**config.mk**
```make
export PLATFORM = sky130hd
export DESIGN_NAME = scramble_multi
export DESIGN_NICKNAME = d
export VERILOG_FILES = /design/src/rtl/scramble_multi_pkg.sv /design/src/rtl/scramble_multi_whiten_lfsr.sv /design/src/rtl/scramble_multi.sv
export SDC_FILE = /design/constraint.sdc
export NUM_CORES = 1
export LEC_CHECK = 0
export BUFFER_PORTS_ARGS = -buffer_cell sky130_fd_sc_hd__buf_2
export CORE_UTILIZATION = 45
export CTS_CLUSTER_DIAMETER = 30
export DETAILED_ROUTE_END_ITERATION = 10
export GPL_ROUTABILITY_DRIVEN = 0
export GPL_TIMING_DRIVEN = 0
export PLACE_DENSITY = 0.66
export SLEW_MARGIN = 20
export SYNTH_ARGS = -nofsm -noshare
export SYNTH_HDL_FRONTEND = slang
export SYNTH_HIERARCHICAL = 1
export SYNTH_SLANG_ARGS = --single-unit
```
**constraint.sdc**
```tcl
create_clock -name clk -period 1.95 [get_ports clk]
set_input_delay 0.39 -clock clk [delete_from_list [all_inputs] [get_ports clk]]
set_output_delay 0.39 -clock clk [all_outputs]
set_load 0.01 [all_outputs]
```
**src/rtl/scramble_multi_pkg.sv**
```systemverilog
// Shared constants, state type and LFSR helpers for the BLE whitening block.
package scramble_multi_pkg;

    localparam logic [6:0] BLE_WHITEN_POLY         = 7'b0010001;
    localparam logic       BLE_WHITEN_SEED_LSB     = 1'b1;
    localparam int         BLE_PREAMBLE_BITS       = 8;
    localparam int         BLE_ACCESS_ADDR_BITS    = 32;
    localparam int         BLE_BYPASS_BITS_DEFAULT = BLE_PREAMBLE_BITS + BLE_ACCESS_ADDR_BITS;
    localparam int         BLE_CHANNEL_BITS        = 6;

    typedef enum logic [1:0] {
        IDLE    = 2'd0,
        HEADER  = 2'd1,
        PAYLOAD = 2'd2
    } scramble_state_e;

    // Vector bit k holds LFSR position pk; the channel MSB lands in p1.
    function automatic logic [6:0] whiten_seed(input logic [5:0] ch);
        return {ch[0], ch[1], ch[2], ch[3], ch[4], ch[5], BLE_WHITEN_SEED_LSB};
    endfunction

    function automatic logic [6:0] whiten_step(input logic [6:0] p);
        return {p[5:0], 1'b0} ^ (p[6] ? BLE_WHITEN_POLY : 7'd0);
    endfunction

endpackage

```
**src/rtl/scramble_multi_whiten_lfsr.sv**
```systemverilog
// Whitening LFSR: optional seed load ahead of a DATA_WIDTH-step unroll,
// per-bit mask output, and reseed at frame end.
module whiten_lfsr
    import scramble_multi_pkg::*;
#(
    parameter int DATA_WIDTH = 1
) (
    input  logic                  clk,
    input  logic                  rst,
    input  logic                  seed_load,
    input  logic [5:0]            seed_chan,
    input  logic                  step,
    input  logic                  reload,
    output logic [DATA_WIDTH-1:0] mask
);

    logic [6:0] lfsr_q;
    logic [6:0] lfsr_d;
    logic [6:0] start_state;
    logic [6:0] end_state;

    // A concurrent seed load feeds the unroll directly so that beat sees the new seed.
    always_comb begin
        start_state = seed_load ? whiten_seed(seed_chan) : lfsr_q;
        end_state   = start_state;
        mask        = '0;
        for (int i = 0; i < DATA_WIDTH; i++) begin
            mask[i]   = end_state[6];
            end_state = whiten_step(end_state);
        end
    end

    always_comb begin
        lfsr_d = start_state;
        if (reload) begin
            lfsr_d = whiten_seed(seed_chan);
        end else if (step) begin
            lfsr_d = end_state;
        end
    end

    always_ff @(posedge clk) begin
        if (rst) begin
            lfsr_q <= whiten_seed(6'd0);
        end else begin
            lfsr_q <= lfsr_d;
        end
    end

endmodule

```
**src/rtl/scramble_multi.sv**
```systemverilog
// BLE data whitening/de-whitening with header bypass. Optional counter
// saturation and overrun flag are enabled by defining SCRAMBLE_OVERRUN_EN.
module scramble_multi
    import scramble_multi_pkg::*;
#(
    parameter int CHANNEL_NUMBER_BIT_WIDTH = 6,
    parameter int DATA_WIDTH               = 1,
    parameter int BYPASS_BITS              = BLE_BYPASS_BITS_DEFAULT,
    parameter int COUNT_WIDTH              = 12
) (
    input  logic                                clk,
    input  logic                                rst,
    input  logic [CHANNEL_NUMBER_BIT_WIDTH-1:0] channel_number,
    input  logic                                channel_number_load,
    input  logic                                whiten_en,
    input  logic [DATA_WIDTH-1:0]               data_in,
    input  logic                                data_in_valid,
    input  logic                                data_in_valid_last,
    output logic [DATA_WIDTH-1:0]               data_out,
    output logic                                data_out_valid,
    output logic                                data_out_valid_last,
    output logic                                overrun
);

    localparam logic [COUNT_WIDTH:0] BYPASS_CNT  = (COUNT_WIDTH + 1)'(BYPASS_BITS);
    localparam logic [COUNT_WIDTH:0] STEP_CNT    = (COUNT_WIDTH + 1)'(DATA_WIDTH);
    localparam logic                 BYPASS_NONE = (BYPASS_BITS == 0);

    generate
        if ((BYPASS_BITS % DATA_WIDTH) != 0) begin : g_bad_bypass
            $error("BYPASS_BITS must be a multiple of DATA_WIDTH");
        end
    endgenerate

    logic [5:0] chan_in;
    generate
        if (CHANNEL_NUMBER_BIT_WIDTH >= BLE_CHANNEL_BITS) begin : g_chan_trunc
            assign chan_in = channel_number[5:0];
        end else begin : g_chan_ext
            assign chan_in = {{(BLE_CHANNEL_BITS - CHANNEL_NUMBER_BIT_WIDTH){1'b0}}, channel_number};
        end
    endgenerate

    scramble_state_e        state_q, state_d;
    logic [COUNT_WIDTH-1:0] bit_count_q, bit_count_d;
    logic [COUNT_WIDTH-1:0] count_adv;
    logic [5:0]             chan_q, chan_d;
    logic [DATA_WIDTH-1:0]  data_out_q, data_out_d;
    logic                   valid_q, valid_d;
    logic                   last_q, last_d;
    logic [DATA_WIDTH-1:0]  mask;
    logic                   beat;
    logic                   frame_end;
    logic                   reach_payload;
    logic                   in_payload;
    logic                   whiten_beat;

    assign beat          = data_in_valid;
    assign frame_end     = data_in_valid & data_in_valid_last;
    assign reach_payload = ({1'b0, count_adv} >= BYPASS_CNT);
    assign whiten_beat   = beat & whiten_en & in_payload;

`ifdef SCRAMBLE_OVERRUN_EN
    logic [COUNT_WIDTH:0] count_sum;
    logic                 count_over;
    logic                 overrun_q, overrun_d;

    assign count_sum  = {1'b0, bit_count_q} + STEP_CNT;
    assign count_over = count_sum[COUNT_WIDTH];
    assign count_adv  = count_over ? '1 : count_sum[COUNT_WIDTH-1:0];

    // Sticky across the frame end; the next frame's first beat clears it.
    always_comb begin
        overrun_d = overrun_q;
        if (beat) begin
            overrun_d = ((state_q == IDLE) ? 1'b0 : overrun_q) | count_over;
        end
    end

    always_ff @(posedge clk) begin
        if (rst) begin
            overrun_q <= 1'b0;
        end else begin
            overrun_q <= overrun_d;
        end
    end

    assign overrun = overrun_q;
`else
    assign count_adv = bit_count_q + STEP_CNT[COUNT_WIDTH-1:0];
    assign overrun   = 1'b0;
`endif

    always_comb begin
        bit_count_d = bit_count_q;
        if (frame_end) begin
            bit_count_d = '0;
        end else if (beat) begin
            bit_count_d = count_adv;
        end
    end

    assign chan_d = channel_number_load ? chan_in : chan_q;

    always_comb begin
        state_d = state_q;
        case (state_q)
            IDLE:    if (beat) state_d = reach_payload ? PAYLOAD : HEADER;
            HEADER:  if (beat && reach_payload) state_d = PAYLOAD;
            // A wrapped counter drops back into header classification.
            PAYLOAD: if (beat && !reach_payload) state_d = HEADER;
            default: state_d = IDLE;
        endcase
        if (frame_end) begin
            state_d = IDLE;
        end
    end

    always_comb begin
        in_payload = 1'b0;
        case (state_q)
            IDLE:    in_payload = BYPASS_NONE;
            HEADER:  in_payload = 1'b0;
            PAYLOAD: in_payload = 1'b1;
            default: in_payload = 1'b0;
        endcase
    end

    whiten_lfsr #(
        .DATA_WIDTH (DATA_WIDTH)
    ) u_lfsr (
        .clk       (clk),
        .rst       (rst),
        .seed_load (channel_number_load),
        .seed_chan (chan_d),
        .step      (whiten_beat),
        .reload    (frame_end),
        .mask      (mask)
    );

    assign data_out_d = data_in ^ (whiten_beat ? mask : '0);
    assign valid_d    = data_in_valid;
    assign last_d     = data_in_valid & data_in_valid_last;

    always_ff @(posedge clk) begin
        if (rst) begin
            state_q     <= IDLE;
            bit_count_q <= '0;
            chan_q      <= '0;
            data_out_q  <= '0;
            valid_q     <= 1'b0;
            last_q      <= 1'b0;
        end else begin
            state_q     <= state_d;
            bit_count_q <= bit_count_d;
            chan_q      <= chan_d;
            data_out_q  <= data_out_d;
            valid_q     <= valid_d;
            last_q      <= last_d;
        end
    end

    assign data_out            = data_out_q;
    assign data_out_valid      = valid_q;
    assign data_out_valid_last = last_q;

endmodule

```
==> impl_metrics.yaml <==
timing:
  setup_violations: 0
  clock_skew_ns: 0.00391
  fmax_ghz: 0.583
  finalCriticalPeriod_ns: 1.71
  fin_tns_setup_ns: 0
  hold_viol_final: 0
  drv_slew: 0
  period_share_pct: 87.9
  rsz0062_at_grt: "no"
  holdWs_ns: 0.273
flow_run:
  maxCapViolCount: 0
global_route:
  grt_max_degree: 18
  antenna_found_initial: 0
  grt_pass1_vias: 1132
  grt_usage_pct: 18.7
  grt_first_pass_wirelength_um: 4890
  overflow: 0
worst_setup_path:
  critPathCaptureType: "register"
  arrival_ns: 1.95
  path_max_fanout: 5
  critPathLaunchType: "register"
  critPathKind: "register to register"
  worstPathCellList: "ha_1, nand2_1, nor3_2, mux2i_1, a21boi_0, a21o_1"
  cp.required_ns: 2.18
  slowest_delay_ns: 0.42
  critPathBufInv: 0
  slowest_stage: "dfxtp_1"
  path_delay_family: "simple AND/OR/NAND/NOR gates"
logic_synthesis:
  synth-edff-count: 0
  synth-seq-cells: 30
  synth_cell_types: 38
  syn_inst: 164
  syn_area_per_cell_um2: 9.47
  async_flop_share_pct: 0
  yosysTopAreaCell: "dfxtp_1"
  netlist.area_leader.share_pct: 38.7
  synth-main-ff-cell: "dfxtp_1"
  synthesis.nets: 179
  synth_area_um2: 1550
  ys_top_cells_by_area: "dfxtp_1 (39%), mux4_2 (5.8%), nor2_1 (5.8%), mux2i_1 (5.2%), mux2_2 (5.1%)"
  yosysWarnings: 6
  ys_seq_area_share_pct: 38.7
route:
  wl_um: 2880
  vias: 1160
  drc_errors: 0
  drt_pass1_iterations: 4
  ant_nets: 0
  wire_per_inst_um: 12.5
  drtIter0Drc: 72
  vias_per_cell: 5.04
clock_tree:
  cts_sinks: 30
  clockBufferDepth: 2
  holdBufCountCts: 0
  root_buffer: "clkbuf_4"
  tritoncts: "built"
  clk_pin_slew_ns: 0.09
  insertion_delay_ns: 0.33
  cts_buffers: 5
  h-tree-depth: 2
run_status:
  status: "finished clean"
power_and_ir_drop:
  power_mw: 1.18
  power_density_nw_per_um2: 676
  p_leak_nw: 0.683
  peakVddDrop_mv: 0.453
placement:
  portBuffers: 14
  dp_hpwl_um: 2040
cells_and_area:
  diodes: 0
  seq_area_um2: 601
  fillers: 320
  area_growth_pct: 12.2
  layout-drive-gt1-share_pct: 23.1
  fin_nets: 200
  multi_input_area_um2: 886
  postLayoutCoreUtil_pct: 55.3
die:
  start_util_pct: 49.2
  die_x_um: 60.7
  die_y_um: 60.7
  placementRows: 20
  core_area_um2: 3150
  pin_count: 17
  fp.dieArea_um2: 3690
worst_hold_path:
  hp-class: "input pin to register"
==> flip-flops by register name, summed over array words and instances, names as in the netlist <==
signal / count
chan_q: 6
state_q: 2
bit_count_q: 12
data_out_valid_last: 1
data_out_valid: 1
u_lfsr/lfsr_q: 7
data_out: 1
==> cells in the final DEF (no fill, tap or decap), types with 3 or more instances in the layout <==
| cell type | n |
|---|---|
| a211oi_1 | 3 |
| a21oi_1 | 6 |
| and2_1 | 4 |
| buf_2 | 17 |
| clkbuf_1 | 5 |
| clkbuf_4 | 5 |
| dfxtp_1 | 30 |
| inv_1 | 3 |
| mux2_2 | 7 |
| mux2i_1 | 8 |
| mux4_2 | 4 |
| nand2_1 | 8 |
| nand3_1 | 4 |
| nand4_1 | 3 |
| nor2_1 | 24 |
| nor2b_1 | 7 |
| nor3_1 | 3 |
| o21ai_0 | 3 |
| xnor2_1 | 7 |
| xor2_1 | 9 |
==> logic make-up (layout without fill, tap and decap cells) <==
| logic type | Yosys count | count (layout) | synth area share, % |
|---|---|---|---|
| adders and majority gates | 2 | 2 | 1.61 |
| AOI/OAI and AO/OA | 19 | 19 | 7.90 |
| muxes | 19 | 19 | 16.0 |
| buffers and inverters | 13 | 35 | 4.59 |
| xor gates and xnor gates | 16 | 16 | 9.03 |
| DFF | 30 | 30 | 38.7 |
| other | 1 | 1 | 0.242 |
| and+or+nand+nor | 64 | 64 | 21.9 |
==> path summary, 6_finish.rpt <==
| check | to | slack (ns) | start | depth (start not counted) |
|---|---|---|---|---|
| setup / recovery | state_q[0] | 0.24 | bit_count_q[0] | 6 |
| hold / removal | data_out_valid_last | 0.27 | data_in_valid_last | 2 |
| setup reg to reg | state_q[0] | 0.24 | bit_count_q[0] | 6 |
| hold reg to reg | u_lfsr/lfsr_q[0] | 0.55 | u_lfsr/lfsr_q[0] | 2 |
==> synthesized netlist by cell type, types with 6 or more instances <==
| library cell | n |
|---|---|
| a21oi_1 | 6 |
| dfxtp_1 | 30 |
| mux2_2 | 7 |
| mux2i_1 | 8 |
| nand2_1 | 8 |
| nor2_1 | 24 |
| nor2b_1 | 7 |
| xnor2_1 | 7 |
| xor2_1 | 9 |
==> power breakdown <==
part           internal (mW)  total, mW  leakage, nW  switching, mW
Clock                  0.174      0.392       0.0353          0.217
Combinational         0.0722      0.136        0.402         0.0642
Sequential             0.638      0.651        0.245         0.0131
==> stage by stage <==
| stage | std cells | cell area (um^2) | setup WS [ns] |
|---|---|---|---|
| 6_report | 230 | 1740 | 0.236 |
| 5_1_grt | 230 | 1740 | 0.102 |
| 3_5_place_dp | 222 | 1680 | 0.0469 |
| 3_3_place_gp | 222 | 1680 | 0.0982 |
| 2_1_floorplan | 164 | 1550 | 0.230 |
| 4_1_cts | 230 | 1740 | 0.152 |
==> layout make-up <==
cell class,count,area share (%)
tap,44,3.16
buffer,10,3.45
clock buffer,7,3.16
timing repair buffer,14,4.02
clock inverter,1,0.287
sequential,30,34.5
inverter,3,0.646
multi-input combinational,121,50.8
==> timing repair <==
action                                  4_1_cts  5_1_grt
gates resized for setup                       0        1
buffers inserted                              0        0
endpoints found under the setup margin        0        1
==> layer usage <==
| layer | wire length [um] | vias up | global-route usage [%] | share of wire [%] |
|---|---|---|---|---|
| li1 | - | 607 | - | - |
| met2 | 1390 | 19 | 30.9 | 48 |
| met3 | 102 | 4 | 6.61 | 3.5 |
| met4 | 54 | 0 | 9.42 | 1.9 |
| met1 | 1330 | 530 | 21.3 | 46 |
| met5 | 0 | - | 0 | 0 |
No activity file was read; power rests on OpenSTA's default activity.
